<file path="src/rtl/control_sequencer_pkg.sv">
// Shared definitions for the control-unit front end: control-word bit map,
// microcode address width and the run/halt state encoding.
package control_sequencer_pkg;

  localparam int unsigned UC_ADDR_W = 9;

  localparam int unsigned BIT_HLT = 15;
  localparam int unsigned BIT_MI  = 14;
  localparam int unsigned BIT_RI  = 13;
  localparam int unsigned BIT_RO  = 12;
  localparam int unsigned BIT_IO  = 11;
  localparam int unsigned BIT_II  = 10;
  localparam int unsigned BIT_AI  = 9;
  localparam int unsigned BIT_AO  = 8;
  localparam int unsigned BIT_EO  = 7;
  localparam int unsigned BIT_SU  = 6;
  localparam int unsigned BIT_BI  = 5;
  localparam int unsigned BIT_OI  = 4;
  localparam int unsigned BIT_CE  = 3;
  localparam int unsigned BIT_CO  = 2;
  localparam int unsigned BIT_J   = 1;
  localparam int unsigned BIT_FI  = 0;

  typedef enum logic {
    RUN_ACTIVE = 1'b0,
    RUN_HALTED = 1'b1
  } run_state_e;

endpackage

</file>
<file path="src/rtl/control_sequencer_step_counter.sv">
// T-step counter: advances on en, returns to 0 on clr or after the last step.
module step_counter #(
  parameter int unsigned NUM_STEPS = 8
) (
  input  logic       clk,
  input  logic       reset,
  input  logic       en,
  input  logic       clr,
  output logic [2:0] step
);

  logic [2:0] step_q, step_d;

  always_comb begin
    step_d = step_q;
    if (en) begin
      if (clr || step_q == 3'(NUM_STEPS - 1)) begin
        step_d = '0;
      end else begin
        step_d = step_q + 3'd1;
      end
    end
  end

  always_ff @(posedge clk) begin
    if (reset) begin
      step_q <= '0;
    end else begin
      step_q <= step_d;
    end
  end

  assign step = step_q;

endmodule

</file>
<file path="src/rtl/control_sequencer.sv">
// Control-unit front end: IR, ZF/CF flags, T-step counter and halt latch;
// forms the microcode address and gates the returned control word.
module control_sequencer
  import control_sequencer_pkg::*;
#(
  parameter int unsigned NUM_STEPS = 8,
  parameter int unsigned EARLY_END = 1,
  parameter int unsigned CNT_W     = 16
) (
  input  logic                 clk,
  input  logic                 reset,
  input  logic                 run,
  input  logic [7:0]           bus_in,
  input  logic                 alu_zero,
  input  logic                 alu_carry,
  input  logic [15:0]          uc_data,
  output logic [UC_ADDR_W-1:0] uc_addr,
  output logic [15:0]          ctrl,
  output logic [3:0]           ir_operand,
  output logic [2:0]           step,
  output logic                 zf,
  output logic                 cf,
  output logic                 halted,
  output logic [CNT_W-1:0]     retired
);

  run_state_e       state_q, state_d;
  logic [7:0]       ir_q, ir_d;
  logic             zf_q, zf_d, cf_q, cf_d;
  logic [CNT_W-1:0] retired_q, retired_d;
  logic             step_en, early_end, last_step;

  // Early end looks at raw uc_data so a zero ROM word during fetch never ends it.
  assign early_end = (EARLY_END != 0) && (step >= 3'd2) && (uc_data == '0);
  assign last_step = (step == 3'(NUM_STEPS - 1));

  always_comb begin
    state_d   = state_q;
    ir_d      = ir_q;
    zf_d      = zf_q;
    cf_d      = cf_q;
    retired_d = retired_q;
    step_en   = 1'b0;
    ctrl      = uc_data;
    unique case (state_q)
      RUN_ACTIVE: begin
        if (run) begin
          if (uc_data[BIT_II]) ir_d = bus_in;
          if (uc_data[BIT_FI]) begin
            zf_d = alu_zero;
            cf_d = alu_carry;
          end
          if (uc_data[BIT_HLT]) begin
            state_d = RUN_HALTED;
          end else begin
            step_en = 1'b1;
            if (last_step || early_end) retired_d = retired_q + CNT_W'(1);
          end
        end
      end
      RUN_HALTED: ctrl = '0;
      default:    ctrl = '0;
    endcase
  end

  always_ff @(posedge clk) begin
    if (reset) begin
      state_q   <= RUN_ACTIVE;
      ir_q      <= '0;
      zf_q      <= 1'b0;
      cf_q      <= 1'b0;
      retired_q <= '0;
    end else begin
      state_q   <= state_d;
      ir_q      <= ir_d;
      zf_q      <= zf_d;
      cf_q      <= cf_d;
      retired_q <= retired_d;
    end
  end

  step_counter #(
    .NUM_STEPS(NUM_STEPS)
  ) u_step_counter (
    .clk  (clk),
    .reset(reset),
    .en   (step_en),
    .clr  (early_end),
    .step (step)
  );

  assign uc_addr    = {zf_q, cf_q, ir_q[7:4], step};
  assign ir_operand = ir_q[3:0];
  assign zf         = zf_q;
  assign cf         = cf_q;
  assign halted     = (state_q == RUN_HALTED);
  assign retired    = retired_q;

endmodule

</file>
<file path="config.mk">
export PLATFORM = sky130hd
export DESIGN_NAME = control_sequencer
export DESIGN_NICKNAME = d
export VERILOG_FILES = /design/src/rtl/control_sequencer_pkg.sv /design/src/rtl/control_sequencer_step_counter.sv /design/src/rtl/control_sequencer.sv
export SDC_FILE = /design/constraint.sdc
export NUM_CORES = 1
export LEC_CHECK = 0
export CAP_MARGIN = 20
export CORE_UTILIZATION = 36
export DETAILED_ROUTE_END_ITERATION = 6
export HOLD_SLACK_MARGIN = 0.08
export PLACE_DENSITY = 0.74
export SLEW_MARGIN = 0
export SYNTH_ARGS = -nofsm -noshare
export SYNTH_HDL_FRONTEND = slang
export SYNTH_SLANG_ARGS = --single-unit
</file>
<file path="constraint.sdc">
create_clock -name clk -period 5 [get_ports clk]
set_clock_uncertainty 0.1 [all_clocks]
set_input_delay 1 -clock clk [delete_from_list [all_inputs] [get_ports clk]]
set_output_delay 1 -clock clk [all_outputs]
set_load 0.02 [all_outputs]
</file>
==> flow_summary.json, run 1 <==
{
  "status": "completed",
  "finalNetCount": 293,
  "clockRootBuffer": "clkbuf_8",
  "placed_cell_area_um2": 2295,
  "cp_slowest_cell": "clkdlybuf4s50_1",
  "ys_ff_latch": 30,
  "criticalPathCategory": "input pin to output port",
  "post-place-ws_ps": 1386,
  "hp-class": "flop to flop",
  "ctsResizeCount": 0,
  "postRouteAntennaNets": 0,
  "grt_pass1_vias": 1315,
  "drt_pre_antenna_iters": 4,
  "dp_hpwl_mm": 2.726,
  "cts-htree-levels": 2,
  "routed_wl_mm": 3.705,
  "ios": 80,
  "cts_buffer_depth": 2,
  "arrival_ps": 2500,
  "synth_area_um2": 1523,
  "mostFrequentLayoutCells": "79 x clkdlybuf4s50_1, 30 x dfxtp_1, 27 x a21oi_1",
  "wire_per_inst_um": 11.91,
  "critPathMaxFanout": 11,
  "clkTransAtPathRegs_ps": 60,
  "fp.dieArea_um2": 4494,
  "max-slew-margin-rel_pct": 28.96,
  "ys_types": 32,
  "layout_worst_path_cycle_share_pct": 72.05,
  "gp_congestion": 0.7966,
  "dr.first_iter.drc_count": 82,
  "rsz0062_at_grt": "no",
  "ff_latch_area_um2": 600.6,
  "row_count": 23,
  "vias": 1591,
  "yosysTopAreaCell": "dfxtp_1",
  "diodes": 0,
  "post_cts_buffers": 0,
  "drv_slew": 0,
  "grt_pass1_wl_mm": 6.003,
  "critical_path.top_delay_family": "buffers and inverters",
  "syn2layout_area_growth_pct": 56.70,
  "finalSetupViolCount": 0,
  "crit_chain": "clkdlybuf4s50_1, nor2b_1, clkdlybuf4s50_1",
  "worstSetupEndpointType": "output port",
  "nFillCells": 374,
  "gr-usage-all-layers_pct": 17.50,
  "startpoint_type": "input pin",
  "cts_sinks": 30,
  "final-hold-violation-count": 0,
  "antenna_found_initial": 0,
  "postCtsHoldBufs": 0,
  "ys_seq_area_share_pct": 39.44,
  "die_x_um": 67.04,
  "grt_max_degree": 31,
  "grt-ovfl-total": 0,
  "initial_core_util_pct": 37.80,
  "syn_nets": 221,
  "max-cap-violations": 0,
  "core_um2": 4029,
  "yosysWarnings": 0,
  "power_density_nw_per_um2": 229.8,
  "syn_avg_cell_area_um2": 8.100,
  "drc": 0,
  "synth_ff_type": "dfxtp_1",
  "viasPerCell": 5.116,
  "synth_top_area_share_pct": 39.44,
  "stdcell_area_um2": 2386,
  "power.total_mw": 0.5482,
  "async_reset_ff_share_pct": 0,
  "power.leakage_nw": 0.8198,
  "synth_edf_count": 0,
  "drive_above_1_share_pct": 3.831,
  "setup_slack_ps": 1397,
  "tightestPinTransition_ps": 1062,
  "ir_worst_vdd_mv": 0.1761,
  "cts_buffers": 5,
  "fmax_ghz": 0.2776,
  "clk_latency_ps": 270,
  "port_buffers": 79,
  "cp_common_cell": "clkdlybuf4s50_1",
  "cts_tree": "built",
  "multi_input_area_um2": 825.8,
  "worst-endpoint-required_ps": 3900,
  "fin_crit_ps": 3603,
  "cp_num_buf_inv": 2,
  "synthTopCellsByArea": "dfxtp_1 39%, a21oi_1 8.9%, nand2_1 5.7%",
  "die_h_um": 67.04,
  "cpPeakStageDelay_ps": 710,
  "mostFrequentLayoutCell": "clkdlybuf4s50_1",
  "syn_inst": 188,
  "final.setup.tns_ps": 0
}
-- worst min-delay path, stage by stage, from the launching register on --
cell	delay (ps)
dfxtp_1	310
nand2_1	50
a21oi_1	50
-- synth_stat cells, types with 6 or more instances --
cell	n
nand2_1	23
and2b_1	6
or3_1	8
o31ai_1	6
o21ai_0	8
nand3_1	15
nor2_1	6
dfxtp_1	30
clkbuf_1	6
a21oi_1	27
or4_1	6
nor2b_1	11
-- registers in the layout, summed over array words and instances (netlist names) --
register,flops
zf,1
cf,1
u_step_counter.step,3
ir_q,8
retired,16
halted,1
-- kinds of logic (layout without fill, tap and decap cells) --
| family | count (synthesis) | after routing | synth area share (%) |
|---|---|---|---|
| AND/OR/NAND/NOR | 89 | 89 | 32.87 |
| AO/OA/AOI/OAI | 45 | 45 | 16.84 |
| flip-flops | 30 | 30 | 39.44 |
| buffers and inverters | 18 | 91 | 6.327 |
| adder cells (fa/ha/maj) | 4 | 4 | 3.287 |
| XOR/XNOR | 1 | 1 | 0.5753 |
| multiplexers | 1 | 1 | 0.6574 |
-- layer usage --
metal / wire, µm / share of wire (%) / vias up / track usage, %
met1: 1667 / 45 / 738 / 21.69
met2: 1832 / 49 / 42 / 29.00
li1: - / - / 809 / -
met3: 172 / 4.6 / 2 / 4.623
met4: 33 / 0.89 / 0 / 5.585
met5: 0 / 0 / - / 0
-- stage by stage --
stage / hold WS (ps) / util, % / instances
global route: 381.0 / 59.22 / 311
detailed placement: 345.7 / 56.96 / 303
finish: 352.3 / 59.22 / 311
floorplan: 434.5 / - / 188
CTS: 354.9 / 59.22 / 311
global placement: 341.8 / 56.96 / 303
-- final cells by class --
type | instances | area share [%]
flip-flops and latches | 30 | 25.17
inverters | 4 | 0.6293
repair buffers | 79 | 33.14
clock inverters | 1 | 0.2098
well taps | 50 | 2.622
multi-input cells | 140 | 34.61
clock buffers | 7 | 3.618
-- final timing paths --
path	from	endpoint	slack, ps	cells past startpoint
max	uc_data[10]	ctrl[10]	1400	3
min	ir_q[2]	ir_q[2]	350	2
max reg2reg	halted	retired[7]	2590	5
min reg2reg	ir_q[2]	ir_q[2]	350	2
-- report_power, final --
part	internal (mW)	leakage [nW]	switching, mW
registers	0.244	0.243	0.00591
clock network	0.111	0.0482	0.0852
logic	0.0559	0.528	0.0463
Power figures use the tool's default switching activity.
==> inputs of run 2 (changes only) <==
clock period = 3.6 ns   (was 5 ns; I/O delays follow)
==> run 2 against run 1 <==
Compared with the run above: flip-flop and latch count did not move; worst setup slack got worse by 760 ps; first-iteration DRC count fell by 4.9%; register-to-register slack got worse by 1400 ps; via count rose by 0.50%; largest power group unchanged; highest routed layer unchanged.
==> flow_summary.json, run 2 (same netlist as run 1, synthesis figures left out) <==
{
  "row_count": 23,
  "power.leakage_nw": 0.8333,
  "r2r_slack_ps": 1150,
  "diodes": 0,
  "clkTransAtPathRegs_ps": 70,
  "ctsResizeCount": 0,
  "reg2reg_depth": 5,
  "routed_wl_mm": 3.865,
  "cp_slowest_cell": "clkdlybuf4s50_1",
  "max-slew-margin-rel_pct": 30.48,
  "cts_buffers": 5,
  "critical_path.top_delay_family": "buffers and inverters",
  "hp-class": "flop to flop",
  "clockRootBuffer": "clkbuf_8",
  "drt_pre_antenna_iters": 5,
  "post_cts_buffers": 0,
  "rsz0062_at_grt": "no",
  "mostFrequentLayoutCell": "clkdlybuf4s50_1",
  "postCtsHoldBufs": 0,
  "stdcell_area_um2": 2412,
  "worst-endpoint-required_ps": 2780,
  "power_density_nw_per_um2": 318.8,
  "final-hold-violation-count": 0,
  "drive_above_1_share_pct": 5.303,
  "startpoint_type": "input pin",
  "viasPerCell": 5.092,
  "grt_max_degree": 31,
  "initial_core_util_pct": 37.80,
  "timing.rr.end": "retired[4]",
  "cts_buffer_depth": 2,
  "clk_latency_ps": 270,
  "ir_worst_vdd_mv": 0.1996,
  "tightestPinTransition_ps": 1043,
  "dp_hpwl_mm": 2.941,
  "use_met1_pct": 22.39,
  "gp_congestion": 0.7497,
  "cp_common_cell": "clkdlybuf4s50_1",
  "fin_crit_ps": 2964,
  "fp.dieArea_um2": 4494,
  "grtUsageMet2_pct": 29.13,
  "wire_per_inst_um": 12.31,
  "syn2layout_area_growth_pct": 58.42,
  "core_um2": 4029,
  "startpoint": "uc_data[10]",
  "cpPeakStageDelay_ps": 610,
  "worstSetupEndpointType": "output port",
  "layout_worst_path_cycle_share_pct": 82.34,
  "gr-usage-all-layers_pct": 17.74,
  "criticalPathCategory": "input pin to output port",
  "crit_end": "ctrl[10]",
  "cp_num_buf_inv": 3,
  "cp.depth": 4,
  "largest_register_ff_count": 16,
  "cts-htree-levels": 2,
  "status": "completed",
  "arrival_ps": 2140,
  "finalSetupViolCount": 0,
  "placed_cell_area_um2": 2317,
  "drc": 0,
  "max-cap-violations": 0,
  "antenna_found_initial": 0,
  "grt-ovfl-total": 0,
  "vias": 1599,
  "postRouteAntennaNets": 0,
  "grt_pass1_vias": 1311,
  "grt_pass1_wl_mm": 6.092,
  "crit_chain": "clkdlybuf4s50_1, buf_4, nor2b_1, clkdlybuf4s50_1",
  "met3_usage_pct": 4.966,
  "die_h_um": 67.04,
  "critPathMaxFanout": 10,
  "drv_slew": 0,
  "final.setup.tns_ps": 0,
  "mostFrequentLayoutCells": "79 x clkdlybuf4s50_1, 30 x dfxtp_1, 27 x a21oi_1",
  "ios": 80,
  "reg2reg_from": "halted",
  "finalNetCount": 296,
  "fmax_ghz": 0.3373,
  "dr.first_iter.drc_count": 78,
  "port_buffers": 79,
  "cts_tree": "built",
  "globalRoute.busiestLayer": "met2",
  "die_x_um": 67.04,
  "cts_sinks": 30
}
==> run 2: cell types whose count changed in the layout (fill, tap and decap cells not counted) <==
cell        before  now
buf_4            0    3
clkinvlp_4       0    1
clkbuf_1         1    0
==> run 2: routing by layer <==
| metal | up-vias | wire length, µm |
|---|---|---|
| li1 | 821 | - |
| met1 | 724 | 1694 |
| met2 | 52 | 1894 |
| met3 | 2 | 241 |
| met4 | 0 | 35 |
| met5 | - | 0 |
==> run 2: how the worst min path moves through the flow <==
stage	cells after the start	endpoint	slack, ps	startpoint
global route	2	ir_q[6]	370	ir_q[6]
finish	2	ir_q[6]	360	ir_q[6]
floorplan	2	ir_q[0]	430	ir_q[0]
detailed placement	2	ir_q[6]	350	ir_q[6]
CTS	2	ir_q[6]	360	ir_q[6]
global placement	2	ir_q[5]	340	ir_q[5]
==> run 2: worst reg2reg max path: stages, from the launching register on <==
cell and delay (ps):
dfxtp_1 720, nor3b_4 110, and3_1 190, a22oi_2 820
o21ai_0 280, a21oi_1 170
==> run 2: layout make-up <==
cell class              count  area, µm²
clock buffers               6      82.58
clock inverters             2      12.51
fillers                   381       1617
flip-flops and latches     30      600.6
well taps                  50      62.56
multi-input cells         140      825.8
repair buffers             82      813.3
inverters                   4      15.01
==> run 2: per-stage QoR <==
step	setup WS (ps)	util, %	power (mW)	std cells	hold WS, ps
finish	635.6	59.88	0.7691	314	356.4
global route	519.6	59.88	0.8083	314	373.9
CTS	634.8	59.88	0.7771	314	357.5
detailed placement	571.4	57.52	0.5016	306	348.2
global placement	613.0	57.52	0.4998	306	342.9
floorplan	1400	-	0.4182	188	434.5
==> run 2: power breakdown <==
group / internal [mW] / total [mW] / switching [mW]
sequential: 0.339 / 0.347 / 0.00806
combinational: 0.0800 / 0.146 / 0.0660
clock: 0.153 / 0.276 / 0.123
